**src/rtl/mem_access.sv**
```systemverilog
// MEM-stage load/store engine: drives a req/ack data bus with big-endian byte lanes,
// extends load data, and passes non-memory results straight through to MEM/WB.
module mem_access #(
  parameter int ACK_TIMEOUT = 16
) (
  input  logic        clk,
  input  logic        rst,
  input  logic [4:0]  mem_wd,
  input  logic        mem_wreg,
  input  logic [31:0] mem_wdata,
  input  logic [3:0]  mem_op,
  input  logic [31:0] mem_addr,
  input  logic [31:0] mem_sdata,
  output logic        dbus_req,
  output logic        dbus_we,
  output logic [31:0] dbus_addr,
  output logic [3:0]  dbus_be,
  output logic [31:0] dbus_wdata,
  input  logic        dbus_ack,
  input  logic [31:0] dbus_rdata,
  output logic [4:0]  wb_wd,
  output logic        wb_wreg,
  output logic [31:0] wb_wdata,
  output logic        stallreq,
  output logic        adel,
  output logic        ades,
  output logic        bus_err
);

  localparam int CW = $clog2(ACK_TIMEOUT);

  localparam logic [3:0] OP_LB  = 4'd1;
  localparam logic [3:0] OP_LBU = 4'd2;
  localparam logic [3:0] OP_LH  = 4'd3;
  localparam logic [3:0] OP_LHU = 4'd4;
  localparam logic [3:0] OP_LW  = 4'd5;
  localparam logic [3:0] OP_SB  = 4'd6;
  localparam logic [3:0] OP_SH  = 4'd7;
  localparam logic [3:0] OP_SW  = 4'd8;

  typedef enum logic [1:0] {
    IDLE = 2'd0,
    REQ  = 2'd1,
    DONE = 2'd2
  } state_t;

  state_t          state_r, state_nx_s;
  logic [CW-1:0]   cnt_r, cnt_nx_s;
  logic [31:0]     rdata_q_r, rdata_nx_s;
  logic            err_r, err_nx_s;

  logic is_load_s, is_store_s, sz_byte_s, sz_half_s, sz_word_s, misalign_s;

  // Byte enables for an access of the given size at the given word offset.
  function automatic logic [3:0] lane_be(input logic is_byte, input logic is_half,
                                         input logic [1:0] a);
    logic [3:0] be;
    if (is_byte) begin
      case (a)
        2'd0:    be = 4'b1000;
        2'd1:    be = 4'b0100;
        2'd2:    be = 4'b0010;
        default: be = 4'b0001;
      endcase
    end else if (is_half) begin
      be = a[1] ? 4'b0011 : 4'b1100;
    end else begin
      be = 4'b1111;
    end
    return be;
  endfunction

  // Store data replicated across every lane the access could hit.
  function automatic logic [31:0] store_rep(input logic is_byte, input logic is_half,
                                            input logic [31:0] d);
    logic [31:0] r;
    if (is_byte) begin
      r = {4{d[7:0]}};
    end else if (is_half) begin
      r = {2{d[15:0]}};
    end else begin
      r = d;
    end
    return r;
  endfunction

  // Selects the addressed lane of a read word and sign/zero extends it.
  function automatic logic [31:0] load_ext(input logic [3:0] op, input logic [1:0] a,
                                           input logic [31:0] w);
    logic [7:0]  b;
    logic [15:0] h;
    logic [31:0] r;
    case (a)
      2'd0:    b = w[31:24];
      2'd1:    b = w[23:16];
      2'd2:    b = w[15:8];
      default: b = w[7:0];
    endcase
    h = a[1] ? w[15:0] : w[31:16];
    case (op)
      OP_LB:   r = {{24{b[7]}}, b};
      OP_LBU:  r = {24'd0, b};
      OP_LH:   r = {{16{h[15]}}, h};
      OP_LHU:  r = {16'd0, h};
      default: r = w;
    endcase
    return r;
  endfunction

  // Operation class and alignment decode.
  always_comb begin
    is_load_s  = (mem_op >= OP_LB) && (mem_op <= OP_LW);
    is_store_s = (mem_op >= OP_SB) && (mem_op <= OP_SW);
    sz_byte_s  = (mem_op == OP_LB) || (mem_op == OP_LBU) || (mem_op == OP_SB);
    sz_half_s  = (mem_op == OP_LH) || (mem_op == OP_LHU) || (mem_op == OP_SH);
    sz_word_s  = (mem_op == OP_LW) || (mem_op == OP_SW);
    misalign_s = (sz_half_s && mem_addr[0]) || (sz_word_s && (mem_addr[1:0] != 2'd0));
  end

  // Next-state logic and all outputs; reset masks every output in its own cycle.
  always_comb begin
    state_nx_s = state_r;
    cnt_nx_s   = cnt_r;
    rdata_nx_s = rdata_q_r;
    err_nx_s   = err_r;
    dbus_req   = 1'b0;
    dbus_we    = 1'b0;
    dbus_addr  = 32'd0;
    dbus_be    = 4'd0;
    dbus_wdata = 32'd0;
    wb_wd      = mem_wd;
    wb_wreg    = mem_wreg;
    wb_wdata   = mem_wdata;
    stallreq   = 1'b0;
    adel       = 1'b0;
    ades       = 1'b0;
    bus_err    = 1'b0;
    if (rst) begin
      wb_wd    = 5'd0;
      wb_wreg  = 1'b0;
      wb_wdata = 32'd0;
    end else begin
      case (state_r)
        IDLE: begin
          if (is_load_s || is_store_s) begin
            wb_wreg = 1'b0;
            if (misalign_s) begin
              adel = is_load_s;
              ades = is_store_s;
            end else begin
              stallreq   = 1'b1;
              state_nx_s = REQ;
              cnt_nx_s   = {CW{1'b0}};
              err_nx_s   = 1'b0;
            end
          end else begin
            stallreq = 1'b0;
          end
        end
        REQ: begin
          dbus_req   = 1'b1;
          stallreq   = 1'b1;
          wb_wreg    = 1'b0;
          dbus_we    = is_store_s;
          dbus_addr  = {mem_addr[31:2], 2'b00};
          dbus_be    = lane_be(sz_byte_s, sz_half_s, mem_addr[1:0]);
          dbus_wdata = store_rep(sz_byte_s, sz_half_s, mem_sdata);
          if (dbus_ack) begin
            rdata_nx_s = dbus_rdata;
            state_nx_s = DONE;
          end else if (cnt_r == CW'(ACK_TIMEOUT - 1)) begin
            err_nx_s   = 1'b1;
            state_nx_s = DONE;
          end else begin
            cnt_nx_s = cnt_r + CW'(1);
          end
        end
        DONE: begin
          state_nx_s = IDLE;
          err_nx_s   = 1'b0;
          if (err_r) begin
            bus_err = 1'b1;
            wb_wreg = 1'b0;
          end else if (is_load_s) begin
            wb_wdata = load_ext(mem_op, mem_addr[1:0], rdata_q_r);
            wb_wreg  = mem_wreg;
          end else begin
            wb_wreg = 1'b0;
          end
        end
        default: begin
          state_nx_s = IDLE;
        end
      endcase
    end
  end

  // State, timeout counter, captured read data and abort flag.
  always_ff @(posedge clk) begin
    if (rst) begin
      state_r   <= IDLE;
      cnt_r     <= {CW{1'b0}};
      rdata_q_r <= 32'd0;
      err_r     <= 1'b0;
    end else begin
      state_r   <= state_nx_s;
      cnt_r     <= cnt_nx_s;
      rdata_q_r <= rdata_nx_s;
      err_r     <= err_nx_s;
    end
  end

endmodule

```
**config.mk**
```make
export PLATFORM = sky130hd
export DESIGN_NAME = mem_access
export DESIGN_NICKNAME = d
export VERILOG_FILES = /design/src/rtl/mem_access.sv
export SDC_FILE = /design/constraint.sdc
export NUM_CORES = 1
export LEC_CHECK = 0
export ABC_CLOCK_PERIOD_IN_PS = 2530
export CAP_MARGIN = 20
export CELL_PAD_IN_SITES_DETAIL_PLACEMENT = 0
export CELL_PAD_IN_SITES_GLOBAL_PLACEMENT = 1
export CORE_UTILIZATION = 24
export CTS_CLUSTER_SIZE = 8
export DETAILED_ROUTE_END_ITERATION = 6
export GPL_TIMING_DRIVEN = 0
export PLACE_DENSITY_LB_ADDON = 0.1
export RECOVER_POWER = 100
export SYNTH_ARGS = -nofsm -noshare
export SYNTH_HDL_FRONTEND = slang
export SYNTH_SLANG_ARGS = --single-unit
```
**constraint.sdc**
```tcl
create_clock -name clk -period 2.53 [get_ports clk]
set_input_delay 0.506 -clock clk [delete_from_list [all_inputs] [get_ports clk]]
set_output_delay 0.506 -clock clk [all_outputs]
set_load 0.01 [all_outputs]
```
==> out/summary.txt <==
Yosys warnings: 0
Clk buf depth: 2
Io pins: 253
Critical Path RT: 2.02 ns
Largest net degree at the start of global routing: 14
Clock share of power: 29.5%
Root buf cell: clkbuf_16
Max cap viols: 0
Crit path arrival time: 2.15 ns
Layout cells sized above 1: 24.0%
Core footprint: 15200 um^2
Detailed Place HPWL: 13600 um
Synth cell count leaders: nand2_1 (113), a21oi_1 (56), and2_1 (40), dfxtp_1 (39), nor2_1 (35)
Sequential area share after synthesis: 20.8%
Worst-path clk slew: 0.06 ns
Vias: 5023
Final setup vio count: 46
Setup crit start: mem_op[1]
Layout Nets: 977
Count leader, synth: nand2_1
Cell Rows: 45
Mapped Area: 3750 um^2
EDFF count, synth: 0
Worst r2r src: state_r[1]
Grt total ovfl: 0
Routed Antenna Nets: 0
Area grow syn2layout: 87.8%
Minimum clock period after layout: 2.66 ns
Hold path startpoint: rdata_q_r[0]
Number of port buffers: 248
Worst VDD drop: 0.229 mV
Post-synthesis async set-or-reset flop share: 0%
First-iteration detailed-routing DRC count: 267
Final Cycle Share: 105%
RSZ-0062 raised after global routing: yes
Sw frac: 31.2%
Synth Register Bits: 39
Relative slew slack: 64.5%
Initial core utilization: 24.6%
Setup crit end kind: primary output
Cell count of the worst reg-to-reg path: 6
Initial antenna violation count: 0
Number of global-route vias before repair: 4866
Setup CP Type: in2out
Average size of a mapped cell: 6.99 um^2
Syn Inst Count: 536
Clock H-tree levels: 2
Place WS: -1.24 ns
HP Class: reg2reg
DRC: 0
Non-Filler Instances: 1024
Largest cells by area after synthesis: dfxtp_1 (21%), nand2_1 (11%), a21oi_1 (7.5%), and2_1 (6.7%), mux2i_1 (4.8%)
Placed instance count: 973
Clock skew: 0.00406 ns
Outcome: complete, but fails checks
First-pass GRT wire length: 27000 um
Fin. Hold Viols: 0
Internal power: 1.54 mW
Distinct cells, synth: 59
CTS tree: done
TritonCTS Buffers: 5
Number of clock sinks: 39
Final slew viol count: 0
Critical Path Start Type: input port
Worst skew pair latency: 0.29 ns
ANT cells: 0
Yosys top cell by area: dfxtp_1
Most used DFF post-synth: dfxtp_1
Failing checks: negative setup slack
Final worst-path setup slack: -0.127 ns
Tot GR Track Use: 21.6%
DRT Pass-1 Iters: 5
DRT Wirelength: 17900 um
Die ar.: 16100 um^2
Slew @ Worst Pin: 0.531 ns
Reg power frac: 29.6%
Die width: 127 um
CP Max Fanout: 6
Final Wtd Congestion: 0.885
Hold path depth: 2
Power Dens Cells: 317 nW/um^2
Peak Freq: 376 MHz
Net Sw Power: 697 uW
Final total power: 2.23 mW
Logic pwr share: 40.9%
Die height: 127 um
Routed wire length per instance: 17.5 um
Yosys top cell area share: 20.8%
Leak Pwr: 2.96 nW
Vias per inst: 4.91
-- path summary, 6_finish.rpt --
kind,endpoint,slack (ns)
worst min-delay path,rdata_q_r[0],0.47
worst max register to register,rdata_q_r[15],0.74
worst max-delay path,wb_wdata[8],-0.13
worst min register to register,rdata_q_r[0],0.47
-- area by class of cell --
| type | instances | area [um^2] |
|---|---|---|
| fillers | 1613 | 8170 |
| multi-input cells | 432 | 2790 |
| repair buffers | 293 | 2600 |
| flip-flops and latches | 39 | 787 |
| plain buffers | 49 | 414 |
| well taps | 188 | 235 |
| clock buffers | 6 | 139 |
| inverters | 15 | 56.3 |
| clock inverters | 2 | 13.8 |
-- cells by family after synthesis --
logic type / share of synthesized area, %
and+or+nand+nor: 30.8
AOI/OAI and AO/OA: 28.6
buffers and inverters: 8.68
DFF: 20.8
muxes: 10.2
xor gates and xnor gates: 0.468
adders and majority gates: 0.334
other: 0.100
-- layer usage --
layer | vias to the layer above | global-route usage, % | routed length [um]
met3 | 10 | 3.16 | 1050
met5 | - | 0 | 0
met1 | 2389 | 29.1 | 7920
met4 | 0 | 3.43 | 121
li1 | 2465 | - | -
met2 | 159 | 37.0 | 8840
-- repair_timing --
| item | CTS | global route |
|---|---|---|
| gates cloned | 4 | 0 |
| setup endpoints to repair | 110 | 65 |
| pin swaps | 20 | 11 |
| setup buffers | 33 | 8 |
| endpoints found under the hold margin | 0 | 0 |
| hold buffers | 0 | 0 |
| resized for setup | 409 | 26 |
-- power by group through the flow --
stage / Sequential [mW] / Combinational (mW) / Clock, mW
after floorplan: 0.661 / 0.375 / 0
after global placement: 0.673 / 0.828 / 0
after detailed placement: 0.673 / 0.832 / 0
after CTS: 0.662 / 0.908 / 0.678
after global routing: 0.664 / 0.981 / 0.703
final: 0.662 / 0.913 / 0.659
-- flip-flops by register name, indices dropped and copies added, names as in the netlist --
name / cells
cnt_r: 4
err_r: 1
rdata_q_r: 32
state_r: 2
-- stage by stage --
step / hold slack (ns) / setup TNS, ns / util [%] / cell area [um^2]
after floorplan: 0.440 / 0 / - / 3750
after global placement: 0.459 / -94.34 / 42.5 / 6470
after detailed placement: 0.463 / -95.45 / 42.5 / 6470
after CTS: 0.473 / -2.76 / 46.2 / 7020
after global routing: 0.494 / -7.49 / 46.3 / 7040
final: 0.473 / -3.20 / 46.3 / 7040
-- worst max-delay path, cell delays in order --
cell and delay, ns:
buf_12 0.11, buf_8 0.12, or4b_4 0.56, a31oi_4 0.21, buf_6 0.15, o22ai_2 0.09
o31ai_2 0.24, buf_2 0.17
-- layout by cell type, fill, tap and decap left out, drive strengths merged, types with 10 or more instances in the layout --
cell type and n:
clkdlybuf4s50 138, buf 128, nand2 113, a21oi 59
dlygate4sd2 41, and2 40, dfxtp 39, clkbuf 37
nor2 35, o21ai 30, mux2i 18, inv 16
nor3 10, a211oi 10
Power figures use the tool's default switching activity.
